--- src/rtl/hazard_scoreboard.sv ---
// rtl/hazard_scoreboard.sv - EX bypass select, store-data forward, long-op scoreboard and ID stall
module hazard_scoreboard #(
  parameter int NSRC   = 2,
  parameter int NSTAGE = 2,
  parameter int NREG   = 32,
  parameter int RAW    = 5,
  parameter int LATW   = 4,
  parameter int CNTW   = 16,
  localparam int SELW  = $clog2(NSTAGE + 1)
) (
  input  logic                   clk,
  input  logic                   rst,
  input  logic [NSTAGE*RAW-1:0]  stg_rd,
  input  logic [NSTAGE-1:0]      stg_we,
  input  logic [NSRC*RAW-1:0]    ex_rs,
  output logic [NSRC*SELW-1:0]   fwd_sel,
  input  logic [RAW-1:0]         me_rs2,
  input  logic                   me_mem_write,
  output logic                   forward_data,
  input  logic [NSRC*RAW-1:0]    id_rs,
  input  logic [NSRC-1:0]        id_rs_used,
  input  logic [RAW-1:0]         id_rd,
  input  logic                   id_we,
  input  logic                   id_is_long,
  input  logic [RAW-1:0]         ex_rd,
  input  logic                   ex_mem_read,
  input  logic                   long_issue,
  input  logic [RAW-1:0]         long_rd,
  input  logic [LATW-1:0]        long_lat,
  output logic                   long_busy,
  output logic                   long_done,
  output logic [RAW-1:0]         long_done_rd,
  input  logic                   flush,
  output logic                   stall,
  output logic [CNTW-1:0]        stall_cnt
);

  typedef enum logic {S_IDLE, S_BUSY} state_t;

  state_t            state_q, state_d;
  logic [LATW-1:0]   cnt_q, cnt_d;
  logic [RAW-1:0]    rd_q, rd_d;
  logic [NREG-1:0]   pending_q, pending_d;
  logic [CNTW-1:0]   stall_cnt_q, stall_cnt_d;
  logic [LATW-1:0]   lat_load;
  logic              load_use, sb_raw, sb_waw, st_hazard;

  // Bypass select: scan oldest to youngest so the youngest matching stage overrides
  always_comb begin
    fwd_sel = '0;
    for (int i = 0; i < NSRC; i++) begin
      for (int k = NSTAGE - 1; k >= 0; k--) begin
        if (stg_we[k] && (stg_rd[k*RAW +: RAW] != '0) &&
            (stg_rd[k*RAW +: RAW] == ex_rs[i*RAW +: RAW])) begin
          fwd_sel[i*SELW +: SELW] = SELW'(k + 1);
        end
      end
    end
  end

  assign forward_data = stg_we[NSTAGE-1] && (stg_rd[(NSTAGE-1)*RAW +: RAW] != '0) &&
                        (stg_rd[(NSTAGE-1)*RAW +: RAW] == me_rs2) && me_mem_write;

  // Zero latency is treated as one cycle
  assign lat_load = (long_lat == '0) ? '0 : long_lat - LATW'(1);

  // Long-unit tracker next state; done cycle may accept the next issue without a bubble
  always_comb begin
    state_d   = state_q;
    cnt_d     = cnt_q;
    rd_d      = rd_q;
    long_done = 1'b0;
    case (state_q)
      S_IDLE: begin
        if (long_issue) begin
          state_d = S_BUSY;
          cnt_d   = lat_load;
          rd_d    = long_rd;
        end
      end
      S_BUSY: begin
        if (cnt_q == '0) begin
          long_done = 1'b1;
          if (long_issue) begin
            cnt_d = lat_load;
            rd_d  = long_rd;
          end else begin
            state_d = S_IDLE;
          end
        end else begin
          cnt_d = cnt_q - LATW'(1);
        end
      end
      default: state_d = S_IDLE;
    endcase
  end

  assign long_busy    = (state_q == S_BUSY) && (cnt_q != '0);
  assign long_done_rd = long_done ? rd_q : '0;

  // Pending scoreboard: clear on completion first so a same-cycle reissue keeps the bit
  always_comb begin
    pending_d = pending_q;
    if (long_done) pending_d[rd_q] = 1'b0;
    if (long_issue) pending_d[long_rd] = 1'b1;
    pending_d[0] = 1'b0;
  end

  // ID hazard detection; flush kills the ID instruction so it never stalls
  always_comb begin
    load_use = 1'b0;
    sb_raw   = 1'b0;
    for (int i = 0; i < NSRC; i++) begin
      if (id_rs_used[i]) begin
        if (ex_mem_read && (ex_rd != '0) && (ex_rd == id_rs[i*RAW +: RAW])) load_use = 1'b1;
        if ((id_rs[i*RAW +: RAW] != '0) && pending_q[id_rs[i*RAW +: RAW]]) sb_raw = 1'b1;
      end
    end
    sb_waw    = id_we && (id_rd != '0) && pending_q[id_rd];
    st_hazard = id_is_long && long_busy;
    stall     = !flush && (load_use || sb_raw || sb_waw || st_hazard);
  end

  // Saturating stall-cycle counter
  always_comb begin
    stall_cnt_d = stall_cnt_q;
    if (stall && (stall_cnt_q != '1)) stall_cnt_d = stall_cnt_q + CNTW'(1);
  end

  assign stall_cnt = stall_cnt_q;

  // State registers
  always_ff @(posedge clk or posedge rst) begin
    if (rst) begin
      state_q     <= S_IDLE;
      cnt_q       <= '0;
      rd_q        <= '0;
      pending_q   <= '0;
      stall_cnt_q <= '0;
    end else begin
      state_q     <= state_d;
      cnt_q       <= cnt_d;
      rd_q        <= rd_d;
      pending_q   <= pending_d;
      stall_cnt_q <= stall_cnt_d;
    end
  end

endmodule

--- config.mk ---
export PLATFORM = sky130hd
export DESIGN_NAME = hazard_scoreboard
export DESIGN_NICKNAME = d
export VERILOG_FILES = /design/src/rtl/hazard_scoreboard.sv
export SDC_FILE = /design/constraint.sdc
export NUM_CORES = 1
export LEC_CHECK = 0
export ABC_CLOCK_PERIOD_IN_PS = 10480
export CAP_MARGIN = 15
export CORE_MARGIN = 1
export CORE_UTILIZATION = 54
export CTS_CLUSTER_SIZE = 16
export DETAILED_ROUTE_END_ITERATION = 10
export GPL_TIMING_DRIVEN = 0
export PLACE_DENSITY_LB_ADDON = 0.05
export SYNTH_ARGS = -nofsm -noshare
export SYNTH_HDL_FRONTEND = slang
export SYNTH_SLANG_ARGS = --single-unit
--- constraint.sdc ---
create_clock -name clk -period 10.48 [get_ports clk]
set_input_delay 1.572 -clock clk [delete_from_list [all_inputs] [get_ports clk]]
set_output_delay 1.572 -clock clk [all_outputs]
set_load 0.02 [all_outputs]
==> flow_results.xml <==
<?xml version="1.0" encoding="UTF-8"?>
<metrics>
  <group name="cts">
    <metric name="cts.path.max_buffers" unit="">2</metric>
    <metric name="cts_buffers" unit="">9</metric>
    <metric name="clock-root-buffer" unit="">clkbuf_8</metric>
    <metric name="cts_resized" unit="">0</metric>
    <metric name="clk_latency" unit="ps">360</metric>
    <metric name="holdBufCountCts" unit="">0</metric>
    <metric name="tritoncts_clock_tree" unit="">yes</metric>
    <metric name="post_cts_setup_driven_buffer_insertion_count" unit="">0</metric>
    <metric name="tritoncts_num_sinks" unit="">57</metric>
    <metric name="h-tree-depth" unit="">3</metric>
    <metric name="clk_transition_reported_paths" unit="ps">80</metric>
  </group>
  <group name="synth">
    <metric name="synth_seq_area_share" unit="">0.363</metric>
    <metric name="ys_async_sr_fraction" unit="">1.00</metric>
    <metric name="syn-instance-count" unit="">398</metric>
    <metric name="synth-simple-area-share" unit="">0.197</metric>
    <metric name="postSynthRegisterBits" unit="">57</metric>
    <metric name="synth-warning-count" unit="">0</metric>
    <metric name="yosys_most_used_dff" unit="">dfrtp_1</metric>
    <metric name="main_combinational_cell_family_by_area_after_synthesis" unit="">simple AND/OR/NAND/NOR gates</metric>
    <metric name="net_count_after_synthesis" unit="">466</metric>
    <metric name="fraction_of_the_mapped_netlist_area_in_compound_gates" unit="">0.118</metric>
    <metric name="avgSynthCellArea" unit="sq um">9.87</metric>
    <metric name="synth_mux_area_frac" unit="">0.177</metric>
    <metric name="syn_area" unit="sq um">3930</metric>
    <metric name="post_synth_fa_ha_maj_area_fraction" unit="">0.00637</metric>
    <metric name="count_of_distinct_cell_types_in_the_synthesized_netlist" unit="">43</metric>
    <metric name="count_of_flip_flops_with_a_built_in_enable_after_synthesis" unit="">0</metric>
    <metric name="yosys.area_share.xor_xnor" unit="">0.109</metric>
  </group>
  <group name="setup_path">
    <metric name="worst_r2r_path_depth" unit="">7</metric>
    <metric name="worstSetupStartpoint" unit="">id_rs[3]</metric>
    <metric name="destination_of_the_worst_register_to_register_timing_path" unit="">stall_cnt[1]$_DFFE_PP0P_</metric>
    <metric name="crit_end" unit="">stall</metric>
    <metric name="crit_path_start_kind" unit="">input pin</metric>
    <metric name="crit_path_max_incr_delay" unit="ps">560</metric>
    <metric name="cpMaxStageDelayCell" unit="">or4_4</metric>
    <metric name="critical_path_cell_sequence" unit="">clkbuf_1 -&gt; mux4_2 -&gt; mux4_2 -&gt; nor4bb_1 -&gt; or4_4 -&gt; a2111oi_4 -&gt; buf_6 -&gt; nor2_1 -&gt; clkdlybuf4s50_1</metric>
    <metric name="arrival" unit="ps">4840</metric>
    <metric name="worstPathRequired" unit="ps">8910</metric>
    <metric name="timing_worst_setup_path_type" unit="">in -&gt; out</metric>
    <metric name="regToRegStartpoint" unit="">pending_q[9]$_DFF_PP0_</metric>
    <metric name="critPathBufInv" unit="">3</metric>
    <metric name="endpoint_kind" unit="">primary output</metric>
    <metric name="reg2reg_setup_slack" unit="ps">7210</metric>
    <metric name="worstPathMaxFanout" unit="">10</metric>
    <metric name="worstSetupPathDepth" unit="">9</metric>
    <metric name="timing.critical_path.max_delay_family" unit="">buffers and inverters</metric>
    <metric name="crit_top_cell" unit="">mux4_2</metric>
  </group>
  <group name="cells_and_area">
    <metric name="most-common-layout-cells" unit="">clkdlybuf4s50_1 (83), o21ai_0 (66), dfrtp_1 (57)</metric>
    <metric name="fillers" unit="">560</metric>
    <metric name="post_layout_nonfiller_instances" unit="">594</metric>
    <metric name="syn_to_final_growth" unit="%">30.0</metric>
    <metric name="mostFrequentLayoutCell" unit="">clkdlybuf4s50_1</metric>
    <metric name="fin_nets" unit="">561</metric>
    <metric name="post_route_cells_drive_above_1_share" unit="">0.112</metric>
    <metric name="insertedDiodeCount" unit="">0</metric>
  </group>
  <group name="global_route">
    <metric name="grt_start_max_net_pins" unit="">33</metric>
    <metric name="grt_util_all_layers" unit="">0.286</metric>
    <metric name="number_of_antenna_violations_at_the_first_check_in_global_routing" unit="">0</metric>
    <metric name="overflow" unit="">0</metric>
    <metric name="first_pass_grt_wire_length" unit="um">16600</metric>
    <metric name="grt_pass1_vias" unit="">3424</metric>
  </group>
  <group name="power_and_ir_drop">
    <metric name="total_leakage_power" unit="nW">1.87</metric>
    <metric name="combinationalPowerShare" unit="">0.386</metric>
    <metric name="power_per_cell_area" unit="nW/um^2">194</metric>
    <metric name="finalPower" unit="mW">0.992</metric>
    <metric name="net-switching-power" unit="mW">0.380</metric>
    <metric name="clock_power_share" unit="">0.225</metric>
    <metric name="sw_frac_of_total" unit="">0.383</metric>
    <metric name="intPower" unit="mW">0.612</metric>
    <metric name="seqPwrFrac" unit="">0.389</metric>
    <metric name="irDropWorstVdd" unit="mV">0.127</metric>
  </group>
  <group name="min_path">
    <metric name="hold_class" unit="">reg -&gt; reg</metric>
  </group>
  <group name="timing">
    <metric name="rsz0062_at_grt" unit="">false</metric>
    <metric name="setup_total_negative_slack" unit="ps">0</metric>
    <metric name="max_freq" unit="MHz">156</metric>
    <metric name="max_slew.worst_pin.slew" unit="ps">834</metric>
    <metric name="final-max-slew-violation-count" unit="">0</metric>
    <metric name="finalHoldViolations" unit="">0</metric>
    <metric name="timing.max_slew.rel_slack" unit="">0.443</metric>
    <metric name="fin_skew" unit="ps">9.68</metric>
    <metric name="finalCriticalPeriod" unit="ps">6410</metric>
    <metric name="setup_viol" unit="">0</metric>
    <metric name="share_of_the_clock_period_used_by_the_worst_path" unit="">0.611</metric>
    <metric name="postLayoutSetupSlackWorst" unit="ps">4070</metric>
    <metric name="holdWs" unit="ps">492</metric>
  </group>
  <group name="routing">
    <metric name="detail_route.first_pass.iterations" unit="">4</metric>
    <metric name="vias_per_cell" unit="">5.99</metric>
    <metric name="avgRoutedWirePerCell" unit="um">17.5</metric>
    <metric name="dr_total_vias" unit="">3560</metric>
    <metric name="remaining_drc_errors" unit="">0</metric>
    <metric name="detail_route.iter0.violations" unit="">164</metric>
    <metric name="final_antenna_net_count" unit="">0</metric>
    <metric name="drt-total-wl" unit="um">10400</metric>
  </group>
  <group name="placed_design">
    <metric name="dp_worst_setup_slack" unit="ps">4080</metric>
    <metric name="dp_hpwl" unit="um">7930</metric>
    <metric name="place_congestion" unit="">0.865</metric>
    <metric name="placed_cell_count" unit="">578</metric>
    <metric name="placement.io_buffers" unit="">83</metric>
  </group>
  <group name="die">
    <metric name="core_area" unit="sq um">6910</metric>
    <metric name="die-area" unit="sq um">7620</metric>
    <metric name="die_height" unit="um">87.3</metric>
    <metric name="initial_standard_cell_utilization_of_the_core" unit="">0.569</metric>
    <metric name="placementRows" unit="">30</metric>
    <metric name="floorplan.die.width" unit="um">87.3</metric>
    <metric name="io_pins" unit="">95</metric>
  </group>
  <group name="run">
    <metric name="cap_viol_max_count" unit="">0</metric>
  </group>
  <group name="outcome">
    <metric name="outcome" unit="">finished, final reports clean</metric>
  </group>
</metrics>
## how the worst min path moves through the flow
stage | cells past startpoint | startpoint | end
finish | 1 | stall_cnt[8]$_DFFE_PP0P_ | stall_cnt[8]$_DFFE_PP0P_
global route | 1 | stall_cnt[8]$_DFFE_PP0P_ | stall_cnt[8]$_DFFE_PP0P_
CTS | 1 | stall_cnt[5]$_DFFE_PP0P_ | stall_cnt[5]$_DFFE_PP0P_
detailed placement | 1 | stall_cnt[5]$_DFFE_PP0P_ | stall_cnt[5]$_DFFE_PP0P_
global placement | 1 | stall_cnt[8]$_DFFE_PP0P_ | stall_cnt[8]$_DFFE_PP0P_
floorplan | 2 | pending_q[27]$_DFF_PP0_ | pending_q[27]$_DFF_PP0_
## layout make-up
type / count / area (sq um) / share of cell area
inverter: 9 / 33.8 / 0.00661
clock inverter: 7 / 85.1 / 0.0167
timing repair buffer: 84 / 851 / 0.167
multi-input combinational: 315 / 2390 / 0.468
clock buffer: 9 / 124 / 0.0242
sequential: 57 / 1430 / 0.279
tap: 96 / 120 / 0.0235
buffer: 17 / 80.1 / 0.0157
## layer usage
metal	wire, um	up-vias	GRT usage
met3	642	28	0.0493
li1	-	1670	-
met4	273	0	0.113
met5	0	-	0
met1	4390	1712	0.374
met2	5120	150	0.475
## registers in the layout, indices dropped and copies added (netlist names)
| name | count |
|---|---|
| pending_q | 31 |
| cnt_q | 4 |
| rd_q | 5 |
| state_q | 1 |
| stall_cnt | 16 |
## power groups by stage
stage,logic (mW),clock network [mW],registers (mW)
after floorplan,0.251,0,0.369
after global placement,0.368,0,0.376
after detailed placement,0.381,0,0.386
after CTS,0.383,0.225,0.381
after global routing,0.419,0.233,0.395
final,0.383,0.223,0.385
## cells in the mapped netlist (all sizes together) (2+ instances only)
| cell type | count | area (sq um) |
|---|---|---|
| inv | 9 | 33.8 |
| or2 | 2 | 12.5 |
| nor4b | 2 | 17.5 |
| dfrtp | 57 | 1430 |
| nand2b | 6 | 37.5 |
| nor4bb | 2 | 20.0 |
| ha | 2 | 25.0 |
| o21ai | 67 | 335 |
| buf | 3 | 27.5 |
| a211oi | 2 | 15.0 |
| xnor2 | 16 | 140 |
| nand2 | 33 | 124 |
| nor3 | 15 | 75.1 |
| xor2 | 33 | 289 |
| clkbuf | 14 | 52.6 |
| nor4 | 12 | 75.1 |
| mux2i | 10 | 100 |
| nand4 | 4 | 25.0 |
| or3b | 2 | 17.5 |
| a221oi | 2 | 17.5 |
| nand3b | 9 | 67.6 |
| nor2 | 15 | 56.3 |
| or4 | 6 | 48.8 |
| nand3 | 16 | 80.1 |
| a21oi | 7 | 35.0 |
| mux2 | 7 | 78.8 |
| mux4 | 23 | 518 |
| and2 | 5 | 31.3 |
| nor2b | 2 | 12.5 |
| nor3b | 2 | 15.0 |
| or3 | 5 | 31.3 |
## cell families after synthesis
logic type	Yosys count
AND/OR/NAND/NOR	141
AO/OA/AOI/OAI	83
adder cells (fa/ha/maj)	2
buffers and inverters	26
multiplexers	40
XOR/XNOR	49
flip-flops	57
## metrics by stage
stage,utilization,cell area [sq um]
2_1_floorplan,-,3930
3_3_place_gp,0.707,4880
3_5_place_dp,0.709,4900
4_1_cts,0.740,5110
5_1_grt,0.740,5110
6_report,0.740,5110
No activity file was read; power rests on OpenSTA's default activity.
